==> config.mk <==
export PLATFORM = sky130hd
export DESIGN_NAME = vector_mem_arbiter
export DESIGN_NICKNAME = d
export VERILOG_FILES = /design/src/rtl/vector_mem_arbiter_pkg.sv /design/src/rtl/vector_rr_arbiter.sv /design/src/rtl/vector_mem_arbiter.sv
export SDC_FILE = /design/constraint.sdc
export NUM_CORES = 1
export LEC_CHECK = 0
export BUFFER_PORTS_ARGS = -buffer_cell sky130_fd_sc_hd__buf_2
export CAP_MARGIN = 20
export CORE_AREA = 2 2 314 316
export CTS_CLUSTER_SIZE = 40
export DETAILED_ROUTE_END_ITERATION = 6
export DIE_AREA = 0 0 316 318
export PLACE_DENSITY = 0.41
export SYNTH_ARGS = -nofsm -noshare
export SYNTH_HDL_FRONTEND = slang
export SYNTH_SLANG_ARGS = --single-unit
==> constraint.sdc <==
create_clock -name clk -period 3.15 [get_ports clk]
set_input_delay 0.4725 -clock clk [delete_from_list [all_inputs] [get_ports clk]]
set_output_delay 0.4725 -clock clk [all_outputs]
set_load 0.02 [all_outputs]
==> src/rtl/vector_mem_arbiter_pkg.sv <==
// Shared vector memory types: the request/response record, access-type codes
// and the round-robin search helper used by the request arbiter.
package vector_mem_arbiter_pkg;

  localparam int REQUEST_COUNTER_WIDTH = 4;
  localparam int ADDR_WIDTH            = 32;
  localparam int DATA_WIDTH            = 32;
  localparam int CORE_ID_WIDTH         = 8;

  // rr_pick searches a fixed-width mask; unused upper bits must be zero.
  localparam int RR_MAX_PORTS = 32;
  localparam int RR_IDX_WIDTH = 5;

  typedef enum logic [1:0] {
    ACCESS_LOAD          = 2'd0,
    ACCESS_STORE         = 2'd1,
    ACCESS_LOAD_STRIDED  = 2'd2,
    ACCESS_STORE_STRIDED = 2'd3
  } access_type_e;

  typedef struct packed {
    logic                             vld;
    logic [CORE_ID_WIDTH-1:0]         core_id;
    access_type_e                     access_type;
    logic [REQUEST_COUNTER_WIDTH-1:0] access_length;
    logic [ADDR_WIDTH-1:0]            addr;
    logic [DATA_WIDTH-1:0]            data;
  } request_t;

  typedef enum logic {
    ARB_IDLE  = 1'b0,
    ARB_BURST = 1'b1
  } arb_state_e;

  typedef struct packed {
    logic                    found;
    logic [RR_IDX_WIDTH-1:0] idx;
  } rr_pick_t;

  // First set bit of mask at or after ptr, wrapping; scanned from the far end
  // so the nearest candidate is the last one written.
  function automatic rr_pick_t rr_pick(input logic [RR_MAX_PORTS-1:0] mask,
                                       input logic [RR_IDX_WIDTH-1:0] ptr);
    rr_pick_t                res;
    logic [RR_IDX_WIDTH-1:0] cand;
    res = '0;
    for (int k = RR_MAX_PORTS - 1; k >= 0; k--) begin
      cand = ptr + RR_IDX_WIDTH'(k);
      if (mask[cand]) begin
        res.found = 1'b1;
        res.idx   = cand;
      end
    end
    return res;
  endfunction

endpackage

==> src/rtl/vector_rr_arbiter.sv <==
// Combinational round-robin picker: one-hot grant to the first requester at
// or after ptr_i. Supports up to RR_MAX_PORTS requesters.
import vector_mem_arbiter_pkg::*;

module vector_rr_arbiter #(
  parameter int NUM_PORTS = 4,
  parameter int PTR_W     = $clog2(NUM_PORTS)
) (
  input  logic [NUM_PORTS-1:0] req_i,
  input  logic [PTR_W-1:0]     ptr_i,
  output logic [NUM_PORTS-1:0] grant_o,
  output logic                 found_o,
  output logic [PTR_W-1:0]     idx_o
);

  rr_pick_t pick;

  always_comb begin
    pick    = rr_pick(RR_MAX_PORTS'(req_i), RR_IDX_WIDTH'(ptr_i));
    found_o = pick.found;
    idx_o   = PTR_W'(pick.idx);
  end

  for (genvar gi = 0; gi < NUM_PORTS; gi++) begin : g_grant
    assign grant_o[gi] = pick.found && (pick.idx == RR_IDX_WIDTH'(gi));
  end

endmodule

==> src/rtl/vector_mem_arbiter.sv <==
// Shares one memory request port among NUM_PORTS vector LSUs with burst-locked
// round-robin arbitration, and routes memory responses back by core_id.
import vector_mem_arbiter_pkg::*;

module vector_mem_arbiter #(
  parameter int NUM_PORTS    = 4,
  parameter int BASE_CORE_ID = 8
) (
  input  logic                 clk,
  input  logic                 reset,
  input  request_t             lsu_req [NUM_PORTS],
  output logic [NUM_PORTS-1:0] lsu_grant,
  output request_t             lsu_rsp [NUM_PORTS],
  output request_t             mem_req,
  input  logic                 mem_grant,
  input  request_t             mem_rsp,
  output logic                 misroute_err
);

  localparam int PW = $clog2(NUM_PORTS);
  localparam int BW = REQUEST_COUNTER_WIDTH + 1;

  arb_state_e     state_q, state_d;
  logic [PW-1:0]  own_q, own_d;
  logic [PW-1:0]  rr_ptr_q, rr_ptr_d;
  logic [BW-1:0]  beats_q, beats_d;
  logic [BW-1:0]  len_q, len_d;
  request_t       mem_req_q, mem_req_d;
  logic           misroute_q, misroute_d;
  request_t       rsp_q [NUM_PORTS];
  request_t       rsp_d [NUM_PORTS];

  logic [NUM_PORTS-1:0] req_mask;
  logic [NUM_PORTS-1:0] pick_onehot;
  logic                 pick_found;
  logic [PW-1:0]        pick_idx;
  logic                 slot_free;
  logic [BW-1:0]        first_len;
  logic [BW-1:0]        beats_inc;

  function automatic logic [PW-1:0] wrap_inc(input logic [PW-1:0] p);
    return (p == PW'(NUM_PORTS - 1)) ? '0 : p + 1'b1;
  endfunction

  for (genvar gi = 0; gi < NUM_PORTS; gi++) begin : g_mask
    assign req_mask[gi] = lsu_req[gi].vld;
  end

  vector_rr_arbiter #(
    .NUM_PORTS (NUM_PORTS),
    .PTR_W     (PW)
  ) u_rr (
    .req_i   (req_mask),
    .ptr_i   (rr_ptr_q),
    .grant_o (pick_onehot),
    .found_o (pick_found),
    .idx_o   (pick_idx)
  );

  always_comb begin
    slot_free = !mem_req_q.vld || mem_grant;
    lsu_grant = '0;
    state_d   = state_q;
    own_d     = own_q;
    rr_ptr_d  = rr_ptr_q;
    beats_d   = beats_q;
    len_d     = len_q;
    mem_req_d = mem_req_q;
    if (mem_grant) mem_req_d.vld = 1'b0;
    // A zero access_length is treated as a single-beat access.
    first_len = (lsu_req[pick_idx].access_length == '0) ? BW'(1)
                                                         : BW'(lsu_req[pick_idx].access_length);
    beats_inc = beats_q + BW'(1);

    unique case (state_q)
      ARB_IDLE: begin
        if (!reset && slot_free && pick_found) begin
          lsu_grant = pick_onehot;
          mem_req_d = lsu_req[pick_idx];
          own_d     = pick_idx;
          len_d     = first_len;
          beats_d   = BW'(1);
          if (first_len == BW'(1)) rr_ptr_d = wrap_inc(pick_idx);
          else                     state_d  = ARB_BURST;
        end
      end
      ARB_BURST: begin
        // Lock is held through owner idle cycles until the last beat goes out.
        if (!reset && slot_free && lsu_req[own_q].vld) begin
          lsu_grant[own_q] = 1'b1;
          mem_req_d        = lsu_req[own_q];
          beats_d          = beats_inc;
          if (beats_inc == len_q) begin
            state_d  = ARB_IDLE;
            rr_ptr_d = wrap_inc(own_q);
          end
        end
      end
      default: state_d = ARB_IDLE;
    endcase
  end

  always_ff @(posedge clk) begin
    if (reset) begin
      state_q    <= ARB_IDLE;
      own_q      <= '0;
      rr_ptr_q   <= '0;
      beats_q    <= '0;
      len_q      <= '0;
      mem_req_q  <= '0;
      misroute_q <= 1'b0;
    end else begin
      state_q    <= state_d;
      own_q      <= own_d;
      rr_ptr_q   <= rr_ptr_d;
      beats_q    <= beats_d;
      len_q      <= len_d;
      mem_req_q  <= mem_req_d;
      misroute_q <= misroute_d;
    end
  end

  // Offset wraps on underflow, so core_ids below the base also fail the range test.
  logic [CORE_ID_WIDTH-1:0] rsp_off;
  logic                     rsp_in_range;

  assign rsp_off      = mem_rsp.core_id - CORE_ID_WIDTH'(BASE_CORE_ID);
  assign rsp_in_range = rsp_off < CORE_ID_WIDTH'(NUM_PORTS);
  assign misroute_d   = misroute_q | (mem_rsp.vld && !rsp_in_range);

  for (genvar gi = 0; gi < NUM_PORTS; gi++) begin : g_rsp
    assign rsp_d[gi] = (mem_rsp.vld && rsp_in_range && rsp_off == CORE_ID_WIDTH'(gi))
                       ? mem_rsp : '0;

    always_ff @(posedge clk) begin
      if (reset) rsp_q[gi] <= '0;
      else       rsp_q[gi] <= rsp_d[gi];
    end

    assign lsu_rsp[gi] = rsp_q[gi];
  end

  assign mem_req      = mem_req_q;
  assign misroute_err = misroute_q;

endmodule
==> impl.org <==
** Setup path
- Buffers & Inverters on Critical Path :: 3
- Counting stages on the worst path, the most repeated cell is ha_4.
- For this design, the slowest cell found on the critical path is dfxtp_2.
- Cell Chain, Critical Path :: inv_2 > ha_4 > mux2_4 > mux2i_4 > a2111oi_4 > nor2_4 > inv_6 > ha_4 > a22o_4 > buf_6
- Slowest cell delay on critical path :: 340 ps
- STA puts the critical path data required time at 2680 ps.
- Cell family with the largest share of critical-path delay :: multiplexers
- Critical path startpoint category :: flop
- The worst setup path is captured at an output port.
- Critical path type :: flop to output port
- Data arrival, critical path :: 2870 ps
- Of all nets on the critical path, the largest fanout is 6.

** Worst hold path
- The path class of the tightest hold or removal check is input port to flop.

** Synth
- EDFF count, synth :: 0
- The synthesized netlist devotes 26.2% of its cell area to simple gates.
- Post-Syn Area per Cell :: 9.47 sq um
- Proportion of synthesized chip area in sequential cells :: 49.1%
- In this run, synthesis produced a sequential element count of 410.
- Complex-gate fraction of the synthesized area :: 8.32%
- Of the total synthesized cell area, the portion taken by XOR and XNOR cells is 0.314%.
- After synthesis, the share of flip-flops with an asynchronous set or reset is 0%.
- The portion of synthesized area spent on multiplexers is 11.4%.
- Cell area after synthesis :: 16700 sq um
- Number of synthesis warnings :: 0
- Flip-flop cell with the highest count after synthesis :: dfxtp_1
- After synthesis, the largest family of logic cells by area is simple AND/OR/NAND/NOR gates.
- Synth unique cells :: 51
- Of the total synthesized cell area, the portion taken by full adders, half adders and majority gates is 0.897%.
- Gate count after technology mapping :: 1766

** Power
- Cell Pwr Density :: 729 nW/um^2
- Power comes to 17.8 mW.
- The worst-case IR drop observed on VDD is 0.000559 V.
- Leakage power :: 11.3 nW

** Placement
- DPL Wire Length :: 56800 microns
- In this run the tool buffered the top-level ports with 797 buffer cells.
- Setup slack after placement :: 70.9 ps
- Post-placement cell area :: 22500 sq um
- The congestion estimate from routability-driven global placement came to 0.770.

** Finish
- Leaving out fill and tap cells, the most frequent cell in the layout is buf_2.
- Area of all placed cells without fillers :: 24400 sq um
- Filler Cell Count :: 10600
- Number of nets in the layout :: 2957
- Compared with the post-synthesis result, the final layout area differs by 45.5%.
- Share of post-route cells with drive strength above 1 :: 40.8%
- In the layout the commonest cells are buf_2, dfxtp_1, nand2_1, and2_1, nand3_1.

** Floorplan
- Die width :: 316 microns
- From bottom edge to top edge, the die measures 318 microns.
- Core Area :: 97400 sq um
- Placement Rows :: 115
- Initial core utilization :: 17.2%
- Number of top-level pins :: 798
- The die covers 100000 sq um.

** Clocking
- After clock tree synthesis, the clock-pin slew on the worst setup and hold paths is 60 ps.
- Clock buffer count from CTS :: 49
- The H-tree was split into 2 levels.
- Root Buffer Master :: clkbuf_16
- CTS Buffer Depth :: 3
- TritonCTS clock tree :: done
- CTS saw 410 sinks.
- Clock latency reported for the late side of the worst-skew pair :: 600 ps
- Number of buffers added to fix hold violations after cts :: 0

** Global routing
- Entering global routing, the biggest net connects 142 pins.
- Antenna violations before repair :: 27
- In the global route stage, overall resource usage came out at 14.4%.
- The first global-routing pass estimated 108000 microns of wire.
- Global routing finished with a remaining overflow of 0.
- The number of global-route vias before repair is 15500.

** Timing
- Setup violations remaining at the end of the flow were counted as 4.
- Actual slew at the worst max-slew pin :: 813 ps
- The worst path in the final design needs a cycle of 3350 ps, including I/O delays and setup.
- The worst pin sits at a relative slew slack of 45.8%.
- Ratio of final minimum period to clock period :: 106%
- Final setup skew :: 17.6 ps
- The number of hold violations in the final report was 0.
- The number of max-slew violations in the final report is 0.
- Setup slack on the critical path of the routed design comes to -197 ps.
- For the final routed database, the setup TNS stands at -720 ps.
- Setup repair after global routing could not meet its margin everywhere.
- Timing would allow up to 299 MHz.

** Outcome
- Run status :: finished with violations
- Violations in the final reports :: setup timing

** Route
- Detailed router's first-iteration violation count :: 671
- After detailed routing, the number of remaining DRC violations is 0.
- The count of nets left with antenna violations once routing finished came out at 0.
- Detailed-route vias per instance :: 4.05
- The pre-antenna-repair detailed-routing pass consisted of 5 iterations.
- In the final routed layout, each cell accounts on average for 19.6 microns.
- Routed wire length :: 76100 microns
- Detailed-route via count :: 15700

** Job
- Across the run, the number of max-cap violations was 0.
==> flip-flops by register name, indices dropped and copies added, names as in the netlist <==
register / count
rsp_q: 316
mem_req: 79
beats_q: 5
len_q: 4
own_q: 2
rr_ptr_q: 2
misroute_err: 1
state_q: 1
==> stage by stage <==
stage | utilization (%) | hold slack [ps] | instances
finish | 25.0 | 110 | 3880
global route | 25.0 | 59.6 | 3878
CTS | 24.9 | 39.5 | 3866
detailed placement | 23.1 | 462 | 3769
global placement | 23.1 | 461 | 3769
floorplan | - | 448 | 1781
==> worst reg2reg max path, cell delays in order (launching register included) <==
cell	delay, ps
dfxtp_2	340
inv_2	50
ha_4	310
buf_6	110
or3b_4	370
o2111ai_2	70
o2111a_2	260
nor2_4	80
inv_6	120
buf_4	180
buf_12	240
buf_4	370
nand2_1	80
nand3_1	80
nand3_1	80
a21oi_1	150
==> final timing paths <==
path | cells past startpoint | slack (ps) | to | start
setup / recovery | 10 | -200 | lsu_grant[1] | rr_ptr_q[0]
hold / removal | 2 | 110 | rsp_q[3][65] | mem_rsp[65]
hold reg to reg | 2 | 470 | len_q[1] | len_q[1]
setup reg to reg | 15 | 190 | mem_req[12] | rr_ptr_q[0]
==> timing repair <==
item	4_1_cts	5_1_grt
gates resized for setup	36	3
endpoints found under the hold margin	0	0
setup endpoints to repair	4	55
setup buffers	11	2
pin swaps	9	6
cloned	0	1
==> Yosys cell counts, types with 3 or more instances <==
library cell	count	area share [%]
nand2b_1	3	0.11
nor2_1	19	0.43
o21ai_0	13	0.39
o211ai_1	6	0.27
a22oi_1	80	3.6
clkbuf_1	115	2.6
buf_1	8	0.18
dfxtp_1	410	49
mux2i_1	9	0.54
mux4_2	80	11
and2_1	290	11
nor3_1	7	0.21
nor3b_1	7	0.31
nand2_1	312	7.0
buf_2	16	0.48
nand3b_1	3	0.13
ha_1	12	0.90
xnor2_1	4	0.21
nand3_1	227	6.8
inv_1	15	0.34
a21oi_1	88	2.6
a22o_1	4	0.21
==> report_power, final <==
part	internal (mW)	switching [mW]	leakage, nW
combinational	2.48	3.95	7.15
sequential	5.51	0.230	3.32
clock	3.24	2.35	0.778
==> kinds of logic (layout without fill, tap and decap cells) <==
group                    after synthesis  in the layout
XOR/XNOR                               6              6
flip-flops                           410            410
adder cells (fa/ha/maj)               12             12
AO/OA/AOI/OAI                        211            211
multiplexers                          91             91
AND/OR/NAND/NOR                      876            876
other                                  1             27
buffers and inverters                159            960
==> per-layer routing <==
metal / share of wire (%) / up-vias / GRT usage, %
met4: 2.6 / 14 / 4.22
met1: 40 / 7277 / 17.1
met3: 8.8 / 105 / 4.37
met5: 0.12 / - / 0
li1: - / 7618 / -
met2: 48 / 692 / 24.7
==> final cells by class <==
| cell class | instances | area, sq um | share of cell area [%] |
|---|---|---|---|
| flip-flops and latches | 410 | 8220 | 33.7 |
| inverters | 18 | 75.1 | 0.308 |
| repair buffers | 856 | 4690 | 19.3 |
| well taps | 1287 | 1610 | 6.61 |
| clock buffers | 70 | 1430 | 5.86 |
| multi-input cells | 1212 | 8160 | 33.5 |
| diodes | 11 | 27.5 | 0.113 |
| clock inverters | 16 | 145 | 0.596 |
Note: power is estimated with default switching activity, not from simulation.
